## config.mk

```make
export PLATFORM = sky130hd
export DESIGN_NAME = fetch_stage
export DESIGN_NICKNAME = d
export VERILOG_FILES = /design/src/rtl/fetch_pkg.sv /design/src/rtl/fetch_fifo.sv /design/src/rtl/fetch_stage.sv
export SDC_FILE = /design/constraint.sdc
export NUM_CORES = 1
export LEC_CHECK = 0
export ABC_AREA = 1
export CORE_MARGIN = 1
export CORE_UTILIZATION = 47
export CTS_CLUSTER_DIAMETER = 50
export DETAILED_ROUTE_END_ITERATION = 8
export GPL_TIMING_DRIVEN = 0
export HOLD_SLACK_MARGIN = 0.08
export PLACE_DENSITY = 0.83
export REMOVE_ABC_BUFFERS = 1
export SLEW_MARGIN = 20
export SYNTH_ARGS = -nofsm -noshare
export SYNTH_HDL_FRONTEND = slang
export SYNTH_SLANG_ARGS = --single-unit
```

## constraint.sdc

```tcl
create_clock -name clk -period 2.5 [get_ports clk]
set_input_delay 0.375 -clock clk [delete_from_list [all_inputs] [get_ports clk]]
set_output_delay 0.375 -clock clk [all_outputs]
set_load 0.02 [all_outputs]
```

## src/rtl/fetch_pkg.sv

```systemverilog
// Shared widths, constants and the queue entry type for the instruction fetch stage.
package fetch_pkg;

  localparam int INSTR_W  = 14;
  localparam int PC_W     = 13;
  localparam int FQ_DEPTH = 2;
  localparam int CNT_W    = $clog2(FQ_DEPTH + 1);
  localparam int PTR_W    = $clog2(FQ_DEPTH);

  localparam logic [INSTR_W-1:0] NOP_INSTR = 14'h0000;
  localparam logic [CNT_W-1:0]   FQ_FULL   = CNT_W'(FQ_DEPTH);

  // One queued instruction together with the address it was fetched from.
  typedef struct packed {
    logic [INSTR_W-1:0] instr;
    logic [PC_W-1:0]    pc;
  } fq_entry_t;

endpackage

```

## src/rtl/fetch_fifo.sv

```systemverilog
// Two-entry instruction queue of {instr, pc} pairs with push, pop and flush.
// Flush wins over push and pop. Pointers wrap naturally, so FQ_DEPTH must be
// a power of two.
import fetch_pkg::*;

module fetch_fifo (
  input  logic               clk,
  input  logic               reset,
  input  logic               flush_i,
  input  logic               push_i,
  input  logic [INSTR_W-1:0] push_instr_i,
  input  logic [PC_W-1:0]    push_pc_i,
  input  logic               pop_i,
  output logic [CNT_W-1:0]   count_o,
  output logic [INSTR_W-1:0] head_instr_o,
  output logic [PC_W-1:0]    head_pc_o
);

  fq_entry_t        mem_q [FQ_DEPTH];
  logic [PTR_W-1:0] rd_ptr_q, rd_ptr_d;
  logic [PTR_W-1:0] wr_ptr_q, wr_ptr_d;
  logic [CNT_W-1:0] count_q, count_d;
  logic             do_push_s, do_pop_s;

  // Next pointers and occupancy; a push into a full queue is only taken alongside a pop.
  always_comb begin
    do_push_s = push_i && ((count_q != FQ_FULL) || pop_i);
    do_pop_s  = pop_i && (count_q != '0);
    rd_ptr_d  = rd_ptr_q;
    wr_ptr_d  = wr_ptr_q;
    count_d   = count_q;
    if (flush_i) begin
      rd_ptr_d = '0;
      wr_ptr_d = '0;
      count_d  = '0;
    end else begin
      if (do_push_s) begin
        wr_ptr_d = wr_ptr_q + 1'b1;
      end else begin
        wr_ptr_d = wr_ptr_q;
      end
      if (do_pop_s) begin
        rd_ptr_d = rd_ptr_q + 1'b1;
      end else begin
        rd_ptr_d = rd_ptr_q;
      end
      case ({do_push_s, do_pop_s})
        2'b10:   count_d = count_q + 1'b1;
        2'b01:   count_d = count_q - 1'b1;
        default: count_d = count_q;
      endcase
    end
  end

  // Pointer, count and storage registers.
  always_ff @(posedge clk) begin
    if (reset) begin
      rd_ptr_q <= '0;
      wr_ptr_q <= '0;
      count_q  <= '0;
      for (int i = 0; i < FQ_DEPTH; i++) begin
        mem_q[i] <= '0;
      end
    end else begin
      rd_ptr_q <= rd_ptr_d;
      wr_ptr_q <= wr_ptr_d;
      count_q  <= count_d;
      if (do_push_s && !flush_i) begin
        mem_q[wr_ptr_q] <= {push_instr_i, push_pc_i};
      end
    end
  end

  assign count_o      = count_q;
  assign head_instr_o = mem_q[rd_ptr_q].instr;
  assign head_pc_o    = mem_q[rd_ptr_q].pc;

endmodule

```

## src/rtl/fetch_stage.sv

```systemverilog
// Instruction fetch stage: issues word reads from fetch_pc, queues the returned
// words with their addresses and presents the queue head to the decoder.
// Optional feature macro FETCH_SKIP_EN: when defined, a skip pulse turns the
// next instruction handed to the decoder into a NOP.
import fetch_pkg::*;

module fetch_stage (
  input  logic               clk,
  input  logic               reset,
  output logic               mem_en,
  output logic [PC_W-1:0]    mem_addr,
  input  logic [INSTR_W-1:0] mem_data,
  input  logic               redirect,
  input  logic [PC_W-1:0]    redirect_pc,
  input  logic               skip,
  output logic               dec_valid,
  input  logic               dec_ready,
  output logic [INSTR_W-1:0] dec_instr,
  output logic [PC_W-1:0]    dec_pc
);

  localparam logic [CNT_W:0] OCC_LIMIT = (CNT_W + 1)'(FQ_DEPTH);

  logic [PC_W-1:0]    fetch_pc_q, fetch_pc_d;
  logic [PC_W-1:0]    rsp_pc_q, rsp_pc_d;
  logic               inflight_q, inflight_d;
  logic [CNT_W-1:0]   count_s;
  logic [CNT_W:0]     occ_s;
  logic [INSTR_W-1:0] head_instr_s;
  logic [PC_W-1:0]    head_pc_s;
  logic               hs_s, push_s, pop_s;

  assign hs_s  = dec_valid && dec_ready;
  // Slots already spoken for once this cycle's handshake has left the queue.
  assign occ_s = {1'b0, count_s} + {{CNT_W{1'b0}}, inflight_q} - {{CNT_W{1'b0}}, hs_s};
  // The read returning during a redirect belongs to the old stream and is dropped.
  assign push_s = inflight_q && !redirect;
  assign pop_s  = hs_s && !redirect;

  // Read issue and fetch address update; mem_en is held low while redirecting.
  always_comb begin
    mem_en     = 1'b0;
    fetch_pc_d = fetch_pc_q;
    rsp_pc_d   = rsp_pc_q;
    if (reset || redirect) begin
      mem_en = 1'b0;
    end else if (occ_s < OCC_LIMIT) begin
      mem_en = 1'b1;
    end else begin
      mem_en = 1'b0;
    end
    if (redirect) begin
      fetch_pc_d = redirect_pc;
    end else if (mem_en) begin
      fetch_pc_d = fetch_pc_q + 1'b1;
      rsp_pc_d   = fetch_pc_q;
    end else begin
      fetch_pc_d = fetch_pc_q;
    end
    inflight_d = mem_en;
  end

  // Fetch address, in-flight flag and address of the read currently returning.
  always_ff @(posedge clk) begin
    if (reset) begin
      fetch_pc_q <= '0;
      rsp_pc_q   <= '0;
      inflight_q <= 1'b0;
    end else begin
      fetch_pc_q <= fetch_pc_d;
      rsp_pc_q   <= rsp_pc_d;
      inflight_q <= inflight_d;
    end
  end

  fetch_fifo u_fifo (
    .clk          (clk),
    .reset        (reset),
    .flush_i      (redirect),
    .push_i       (push_s),
    .push_instr_i (mem_data),
    .push_pc_i    (rsp_pc_q),
    .pop_i        (pop_s),
    .count_o      (count_s),
    .head_instr_o (head_instr_s),
    .head_pc_o    (head_pc_s)
  );

  assign mem_addr  = fetch_pc_q;
  assign dec_valid = (count_s != '0);
  assign dec_pc    = head_pc_s;

`ifdef FETCH_SKIP_EN
  logic skip_pending_q, skip_pending_d;

  // A skip arms the squash for the next entry handed over; redirect disarms it.
  always_comb begin
    skip_pending_d = skip_pending_q;
    if (redirect) begin
      skip_pending_d = 1'b0;
    end else if (skip) begin
      skip_pending_d = 1'b1;
    end else if (hs_s) begin
      skip_pending_d = 1'b0;
    end else begin
      skip_pending_d = skip_pending_q;
    end
  end

  // Squash-pending register.
  always_ff @(posedge clk) begin
    if (reset) begin
      skip_pending_q <= 1'b0;
    end else begin
      skip_pending_q <= skip_pending_d;
    end
  end

  assign dec_instr = skip_pending_q ? NOP_INSTR : head_instr_s;
`else
  logic unused_skip_s;
  assign unused_skip_s = skip;
  assign dec_instr     = head_instr_s;
`endif

endmodule

```

; Word-level counts from Yosys, hierarchy flattened
; Memories as Yosys holds them, arrays and structs flattened. A register that Yosys moved wholly into a read port is not among the register bits.
; Cells that the tools add are included.
[op_classes]
n_addsub = 7
magnitude_cmp = 1
eq_ne = 3
muxes = 15
n_bitwise = 1
n_reduce_logical = 15
[op_table]
columns = cell, count
row1 = $mux 27, 1
row2 = $reduce_or 27->1, 1
row3 = $mux 13, 2
row4 = $add 13x1->13 const B, 1
row5 = $mux 1, 11
row6 = $logic_and 1x1->1, 6
row7 = $reduce_bool 2->1, 3
row8 = $pmux 2 s2, 1
row9 = $add 2x1->3, 1
row10 = $lt 3x2->1 const B, 1
row11 = $sub 3x1->3, 1
row12 = $add 1x1->1 const B, 2
row13 = $add 2x1->2 const B, 1
row14 = $eq 2x1->1 const B, 1
row15 = $eq 2x2->1 const B, 1
row16 = $logic_or 1x1->1, 2
row17 = $ne 2x2->1 const B, 1
row18 = $reduce_and 2->1, 1
row19 = $reduce_or 2->1, 1
row20 = $sub 2x1->2 const B, 1
row21 = $logic_not 1->1, 1
row22 = $not 1->1, 1
[word_totals]
register_bits = 31
ramBits = 54
in_bits = 32
word_cells = 49
n_memories = 1
[memory_table]
columns = name, depth, word_bits, rd, rd_clocked_by_memory_dff, wr, line_no
row1 = u_fifo.mem_q, 2, 27, 1, 1, 2, fetch_fifo.sv:19  ; fq_entry_t mem_q [FQ_DEPTH];

; Logic depth before layout (Yosys ltp)
; Gate-level depths: netlist (run 1).
[logic_depth]
ltp_word = 11
mapped_depth = 16

; Hierarchy
; Synthesis (run 1) repeated with hierarchy kept, for this count alone.
[hier_totals]
cells_unflattened = 418
hier_area_um2 = 4105.2
[by_module_without_submodules]
columns = module, instances, cells_each, area_each_um2
row1 = fetch_fifo, 1, 209, 2640.0
row2 = fetch_stage, 1, 209, 1465.2

; Worst setup path after synthesis (run 1)
; OpenSTA, ideal clock, no wires.
[synth_timing]
path_kind = flip-flop to output port
startpoint = register u_fifo.count_q[1], in the netlist u_fifo.count_o[1]
endpoint = output port mem_en
arrival_time_ns = 2.286
t_required_ns = 2.125
setup_slack_ns = -0.161
path_stages_with_launch = 12
cell_sequence = dfxtp_1 > inv_1 > nand2_2 > nand2_4 > inv_1 > ha_1 > or2_2 > fa_1 > nand2_2 > nor2_2 > buf_6 > buf_6
[synth_between]
elab_chain_cells = 6
[synth_rtl]
columns = item, line_no
row1 = "start, declared", fetch_fifo.sv:22  ; logic [CNT_W-1:0] count_q, count_d;
row2 = "start signal, assigned", fetch_fifo.sv:67  ; count_q <= count_d;
row3 = $reduce_bool 2->1, fetch_stage.sv:90  ; assign dec_valid = (count_s != '0);
row4 = net dec_valid, fetch_stage.sv:16  ; output logic dec_valid,
row5 = $logic_and 1x1->1, fetch_stage.sv:33  ; assign hs_s = dec_valid && dec_ready;
row6 = $sub 3x1->3, fetch_stage.sv:35  ; assign occ_s = {1'b0, count_s} + {{CNT_W{1'b0}}, inflight_q} - {{CNT_W{1'b0}}, hs_s};
row7 = $lt 3x2->1, fetch_stage.sv:47  ; end else if (occ_s < OCC_LIMIT) begin
row8 = $mux 1, fetch_stage.sv:47
row9 = $mux 1, fetch_stage.sv:45  ; if (reset || redirect) begin
row10 = "end, declared", fetch_stage.sv:10  ; output logic mem_en,
; The timed path passes the listed nets, and every way through them passes these cells.

; Worst setup path in the final report (run 1)
[layout_timing]
startpoint = register u_fifo.count_q[1], in the netlist u_fifo.count_o[1]
endpoint = output port mem_en
[layout_between]
elab_chain_cells = 6
[layout_rtl]
columns = item, line_no
row1 = branches (longest 2 deep; another with $add 2x1->3), n/a
row2 = $sub 3x1->3 *, fetch_stage.sv:35
row3 = $lt 3x2->1 *, fetch_stage.sv:47
row4 = $mux 1 *, fetch_stage.sv:47
row5 = $mux 1 *, fetch_stage.sv:45
; Mark *: on every way between the ends.

==> results of run 1 <==
where the power goes:
group	total (mW)	switching (mW)	internal, mW
combinational	0.397	0.215	0.182
clock	1.05	0.494	0.558
sequential	1.61	0.0404	1.57
total	3.06	0.750	2.31
synth_stat cells (all sizes together):
cell | count | area share (%)
mux2 | 27 | 7.5
xor2 | 1 | 0.22
a22oi | 1 | 0.19
buf | 13 | 2.9
a211oi | 1 | 0.19
nand4 | 4 | 1.4
inv | 53 | 4.9
xnor2 | 1 | 0.22
nand3b | 1 | 0.19
clkbuf | 3 | 0.28
nand3 | 28 | 3.8
a31oi | 3 | 0.46
o21ai | 17 | 2.1
nand2 | 65 | 6.4
fa | 1 | 0.50
edfxtp | 54 | 40
or2 | 2 | 0.31
clkinv | 1 | 0.12
ha | 3 | 0.93
a21oi | 25 | 3.3
dfxtp | 32 | 16
nor2 | 75 | 8.1
sequential cells by signal, summed over array words and instances, names as in the netlist, named ones only:
register         count
u_fifo.rd_ptr_q      1
u_fifo.mem_q        54
inflight_q           1
u_fifo.wr_ptr_q      1
rsp_pc_q            13
mem_addr            13
u_fifo.count_o       2
repair_timing:
item / 4_1_cts / 5_1_grt
buffers inserted: 7 / 7
resized for setup: 25 / 12
setup endpoints to repair: 55 / 83
hold buffers: 0 / 0
pin swaps: 7 / 9
cloned: 1 / 1
per-stage QoR:
| step | worst slack (ns) | instance area, um^2 | utilization [%] |
|---|---|---|---|
| final | -0.2146 | 5197 | 62.94 |
| after CTS | -0.2031 | 5105 | 61.82 |
| after global placement | -1.551 | 4766 | 57.71 |
| after global routing | -0.2930 | 5197 | 62.94 |
| after detailed placement | -1.600 | 4772 | 57.79 |
| after floorplan | -0.7189 | 3914 | - |
cell families (layout without fill, tap and decap cells):
logic type,Yosys count,after routing
AND/OR/NAND/NOR,175,177
flip-flops,86,86
buffers and inverters,70,156
AO/OA/AOI/OAI,47,47
multiplexers,27,27
adder cells (fa/ha/maj),4,4
XOR/XNOR,2,2
per-layer routing:
layer / track usage [%] / up-vias / share of wire [%]
met5: 0 / - / 0
met4: 6.566 / 0 / 1.3
met3: 4.589 / 9 / 6.7
met2: 33.15 / 108 / 49
met1: 24.75 / 1458 / 43
li1: - / 1519 / -
area by class of cell:
cell class / count / share of cell area [%]
Clock buffer: 9 / 2.383
Clock inverter: 7 / 1.709
Inverter: 54 / 4.044
Multi-Input combinational cell: 257 / 29.47
Sequential cell: 86 / 43.69
Tap cell: 105 / 2.528
Timing Repair Buffer: 86 / 16.18
worst paths after layout:
path,slack (ns),to,cells past startpoint
hold / removal,0.50,u_fifo.rd_ptr_q,2
setup / recovery,-0.21,mem_en,10
hold reg to reg,0.50,u_fifo.rd_ptr_q,2
setup reg to reg,-0.10,mem_addr[5],16
worst max-delay path, stage by stage, from the launching register on:
cell                      delay (ns)
sky130_fd_sc_hd__dfxtp_4        0.36
sky130_fd_sc_hd__inv_4          0.06
sky130_fd_sc_hd__nand2_4        0.05
sky130_fd_sc_hd__nand2_4        0.07
sky130_fd_sc_hd__inv_4          0.04
sky130_fd_sc_hd__ha_4           0.22
sky130_fd_sc_hd__or2_4          0.23
sky130_fd_sc_hd__fa_2           0.56
sky130_fd_sc_hd__nand2_2        0.08
sky130_fd_sc_hd__nor2_4         0.17
sky130_fd_sc_hd__buf_6          0.14
==> reports/metrics.yaml, run 1 <==
clock_network:
  cts-htree-levels: 3
  cts.clk_slew.worst_paths_ns: 0.09
  clock_insertion_delay_worst_skew_ns: 0.35
  cts_tree: "yes"
  clock_tree.buffer_depth: 2
  root_buffer: "sky130_fd_sc_hd__clkbuf_8"
  cts_num_sinks: 86
  cts_inserted_buffers: 9
finish:
  final_cell_mix: "69 x sky130_fd_sc_hd__clkdlybuf4s50_1, 61 x sky130_fd_sc_hd__nor2_1, 58 x sky130_fd_sc_hd__nand2_1"
  drive_above_1_share_pct: 20.24
  num_antenna_cells: 0
  regArea_um2: 2271
  layout.cells.most_common: "sky130_fd_sc_hd__clkdlybuf4s50_1"
  flow.area_growth_from_synthesis_pct: 28.57
  finish.net_count: 530
  fin_cells: 604
  area_of_combinational_cells_with_multiple_inputs_um2: 1531
  fillCellCount: 634
timing:
  timing_worst_slew_pin_value_ns: 0.9507
  slew_violations: 0
  hold_viol_final: 0
  final.min_clock_period_ns: 2.715
  worst_slew_margin_rel_pct: 36.52
  timing.final.setup_violations: 62
  grt_setup_unrepaired: "yes"
  final.setup.tns_ns: -3.746
  holdWs_ns: 0.5012
  timing.clock.skew_ns: 0.008971
  timing.final.crit_share_pct: 108.6
  setup_ws_ns: -0.2146
  max_clock_freq_ghz: 0.3684
global_route:
  initial_antenna_violation_count: 0
  gr-total-overflow: 0
  grtUsageTotal_pct: 19.65
  grt_pass1_vias: 2863
  grt_first_pass_wirelength_um: 13230
  grt_max_degree: 29
die:
  std_cell_rows: 33
  core_um2: 8258
  floorplan.io_pins: 74
  start_util_pct: 48.95
  die_area_um2: 8977
  die-width_um: 94.75
  fp.dieH_um: 94.75
worst_setup_path:
  critPathRequiredTime_ns: 2.12
  worst_ep_arrival_time_ns: 2.34
  crit-reg2reg-launch: "u_fifo.count_o[1]"
  crit_fanout: 2
  crit_path_start_kind: "flop"
  cp-end-kind: "output pin"
  cp-startpoint: "u_fifo.count_o[1]"
  timing.setup.critical_path_class: "flop to output pin"
synth:
  synth.ff_latch_count: 86
  synthesis.instances: 411
  yosysWarningCount: 0
  synth_top_family_by_area: "simple AND/OR/NAND/NOR gates"
  basic_gate_share_of_the_synthesized_area_counting_and_or_nand_and_nor_cells_pct: 20.21
  synth_xor_xnor_area_share_pct: 0.4333
  synth.area.mux_share_pct: 7.521
  fraction_of_the_yosys_area_taken_by_sequential_cells_pct: 55.96
  post_synthesis_share_of_cell_area_spent_on_full_adders_half_adders_and_majority_gates_pct: 1.424
  synth_cell_types: 32
  synthesis.area_per_instance_um2: 9.836
  netlist_area_um2: 4043
  fraction_of_the_mapped_netlist_area_in_compound_gates_pct: 6.221
drt:
  wire_per_inst_um: 14.38
  ant_nets: 0
  routed_via_count: 3094
  detail_route.drc_violations: 0
  drt_iter0_markers: 91
  routed_wl_um: 8688
  route.detailed.vias_per_inst: 5.123
  detail_route.first_pass.iterations: 4
place:
  place.gp.congestion: 0.8005
  detailedPlacementHpwl_um: 5408
  place.port_buffers: 72
  dp.cells: 572
status:
  violations_in_the_final_reports: "setup timing"
  outcome: "finished, violations left"
hold_path:
  worstHoldPathType: "flop to flop"
  timing.hold.worst.start: "u_fifo.rd_ptr_q"
power:
  ir_worst_vdd_mv: 0.2946
  fin_total_pwr_mw: 3.060
  leakage_nw: 2.021
  p_per_area_nw_per_um2: 588.8
job:
  drv_cap: 0
Power figures use the tool's default switching activity.
==> run 2, diff against run 1 <==
--- a/config.mk
+++ b/config.mk
@@ -7,12 +7,12 @@
 export LEC_CHECK = 0
 export ABC_AREA = 1
 export CORE_MARGIN = 1
-export CORE_UTILIZATION = 47
+export CORE_UTILIZATION = 24
 export CTS_CLUSTER_DIAMETER = 50
 export DETAILED_ROUTE_END_ITERATION = 8
 export GPL_TIMING_DRIVEN = 0
 export HOLD_SLACK_MARGIN = 0.08
-export PLACE_DENSITY = 0.83
+export PLACE_DENSITY = 0.5
 export REMOVE_ABC_BUFFERS = 1
 export SLEW_MARGIN = 20
 export SYNTH_ARGS = -nofsm -noshare
==> constraint.sdc (replaced) <==
create_clock -name clk -period 2.7 [get_ports clk]
set_input_delay 0.405 -clock clk [delete_from_list [all_inputs] [get_ports clk]]
set_output_delay 0.405 -clock clk [all_outputs]
set_load 0.02 [all_outputs]
==> run 2 against run 1 <==
  * Non-clock buffer count down 7
  * Clock-buffer cell count grew 1
  * Power decreased by 2.4%
  * Clock skew down 0.0014 ns
  * Sequential power is 7% lower
  * Utilization down 31 points
  * Setup slack gained 0.17 ns
  * The flow still finishes with violations (setup timing)
  * Largest power group unchanged
==> reports/metrics.yaml, run 2 (synthesis results as in run 1) <==
worst_setup_path:
  timing.reg2reg.setup_slack_ns: 0.10  # +0.20 ns
  crit_fanout: 5  # +3
  crit_path_start_kind: "flop"
  critPathRequiredTime_ns: 2.30  # +0.18 ns
  worst_setup_path_endpoint: "mem_en"
  worst_ep_arrival_time_ns: 2.34  # about the same
  timing.setup.critical_path_class: "flop to output pin"
  cp-startpoint: "u_fifo.count_o[1]"
  regToRegEndpoint: "mem_addr[5]"
  crit-reg2reg-launch: "u_fifo.count_o[1]"
  cp-end-kind: "output pin"
  r2r_cells: 15  # -1
clock_network:
  clock_tree.buffer_depth: 2  # unchanged
  cts.clk_slew.worst_paths_ns: 0.07  # -0.02 ns
  root_buffer: "sky130_fd_sc_hd__clkbuf_16"
  cts_tree: "yes"
  cts_num_sinks: 86  # unchanged
  cts_inserted_buffers: 9  # unchanged
  cts-htree-levels: 3  # unchanged
  clock_insertion_delay_worst_skew_ns: 0.34  # about the same
status:
  violations_in_the_final_reports: "setup timing"
  outcome: "finished, violations left"
timing:
  timing_worst_slew_pin_value_ns: 0.9645  # +0.01383 ns
  final.min_clock_period_ns: 2.745
  timing.final.crit_share_pct: 101.7
  grt_setup_unrepaired: "yes"
  timing.final.setup_violations: 1  # -98%
  worst_slew_margin_rel_pct: 35.70  # -0.82 points
  slew_violations: 0  # unchanged
  hold_viol_final: 0  # unchanged
  setup_ws_ns: -0.04506  # +0.1696 ns
  timing.clock.skew_ns: 0.007603  # -0.001368 ns
  holdWs_ns: 0.4718  # -0.02941 ns
  max_clock_freq_ghz: 0.3643
place:
  placedInstanceArea_um2: 4916  # +3.0%
  detailedPlacementHpwl_um: 5802  # +7.3%
  place.port_buffers: 72  # unchanged
  place.gp.congestion: 0.7715  # -3.6%
  pre_cts_ws_ns: -1.585  # +0.01466 ns
die:
  die-width_um: 131.8  # +39%
  floorplan.io_pins: 74  # unchanged
  core_um2: 16520  # +100%
  fp.dieH_um: 131.8  # +39%
  die_area_um2: 17370  # +93%
  start_util_pct: 24.46  # -24 points
  std_cell_rows: 47  # +42%
drt:
  ant_nets: 0  # unchanged
  route.detailed.vias_per_inst: 4.205  # -18%
  routed_via_count: 2994  # -3.2%
  routed_wl_um: 9629  # +11%
  wire_per_inst_um: 13.52  # -6.0%
  detail_route.drc_violations: 0  # unchanged
  drt_iter0_markers: 155  # +70%
  detail_route.first_pass.iterations: 4  # unchanged
finish:
  layout.cells.most_common: "sky130_fd_sc_hd__clkdlybuf4s50_1"
  num_antenna_cells: 0  # unchanged
  most_flops_register: "u_fifo.mem_q"
  largest_reg_flops: 54  # unchanged
  finish.net_count: 523  # -1.3%
  design_area_um2: 5333  # +2.6%
  fin_util_pct: 32.27  # -31 points
  final_cell_mix: "68 x sky130_fd_sc_hd__clkdlybuf4s50_1, 61 x sky130_fd_sc_hd__nor2_1, 58 x sky130_fd_sc_hd__nand2_1"
  area_of_combinational_cells_with_multiple_inputs_um2: 1536  # +0.33%
  flow.area_growth_from_synthesis_pct: 31.91
  drive_above_1_share_pct: 18.50  # -1.7 points
  regArea_um2: 2271  # unchanged
  fillCellCount: 1718  # +170%
power:
  leakage_nw: 2.005  # -0.77%
  p_per_area_nw_per_um2: 559.9  # -4.9%
  ir_worst_vdd_mv: 0.2751  # -6.6%
global_route:
  grtUsageTotal_pct: 11.74  # -7.9 points
  initial_antenna_violation_count: 0  # unchanged
  grt_pass1_vias: 2980  # +4.1%
  gr-total-overflow: 0  # unchanged
  grt_max_degree: 28  # -3.4%
  grt_first_pass_wirelength_um: 15610  # +18%
hold_path:
  timing.hold.worst.start: "u_fifo.rd_ptr_q"
  worstHoldPathType: "flop to flop"
job:
  drv_cap: 0  # unchanged
## run 2: power by group
| part | internal [mW] | switching (mW) | leakage [nW] |
|---|---|---|---|
| Combinational | 0.161 | 0.200 | 1.05 |
| Clock | 0.621 | 0.512 | 0.134 |
| Sequential | 1.46 | 0.0360 | 0.823 |
| Total | 2.24 | 0.748 | 2.01 |
## run 2: metrics by stage
step	setup TNS [ns]	instances	power, mW
final	-0.04506	712	2.986
after global routing	-0.1732	712	3.121
after CTS	-0.1953	709	3.027
after detailed placement	-55.69	687	1.869
after global placement	-70.75	687	1.865
after floorplan	-7.137	395	1.695
## run 2: area by class of cell
type	count	area share, %
Sequential cell	86	42.59
Multi-Input combinational cell	257	28.81
Timing Repair Buffer	79	14.52
Tap cell	220	5.162
Clock buffer	10	4.294
Inverter	54	3.918
Clock inverter	6	0.7039
## run 2: critical path: stages (launching register included)
cell and delay (ns):
sky130_fd_sc_hd__dfxtp_4 0.35, sky130_fd_sc_hd__inv_4 0.07, sky130_fd_sc_hd__nand2_4 0.05, sky130_fd_sc_hd__nand2_4 0.05, sky130_fd_sc_hd__inv_2 0.04, sky130_fd_sc_hd__ha_4 0.22
sky130_fd_sc_hd__or2_4 0.23, sky130_fd_sc_hd__fa_2 0.59, sky130_fd_sc_hd__nand2_2 0.07, sky130_fd_sc_hd__nor2_4 0.17, sky130_fd_sc_hd__buf_6 0.14
## run 2: how the worst min path moves through the flow
stage / cells past startpoint / end
finish: 2 / u_fifo.rd_ptr_q
detailed placement: 2 / flop
global route: 2 / flop
global placement: 2 / u_fifo.rd_ptr_q
CTS: 2 / u_fifo.rd_ptr_q
floorplan: 2 / flop
## run 2: metal layers
metal  part of all wire [%]  global-route usage, %
met4                    2.3                  6.137
met1                     48                  15.05
met3                    3.6                  2.038
met2                     46                  18.96
met5                      0                      0
## run 2: what timing repair did
action / in CTS / in global routing
endpoints found under the hold margin: 0 / 0
endpoints found under the setup margin: 54 / 47
resized for setup: 20 / 10
gates cloned: 2 / 0
pin swaps: 4 / 6
hold buffers: 0 / 0
setup buffers: 4 / 3
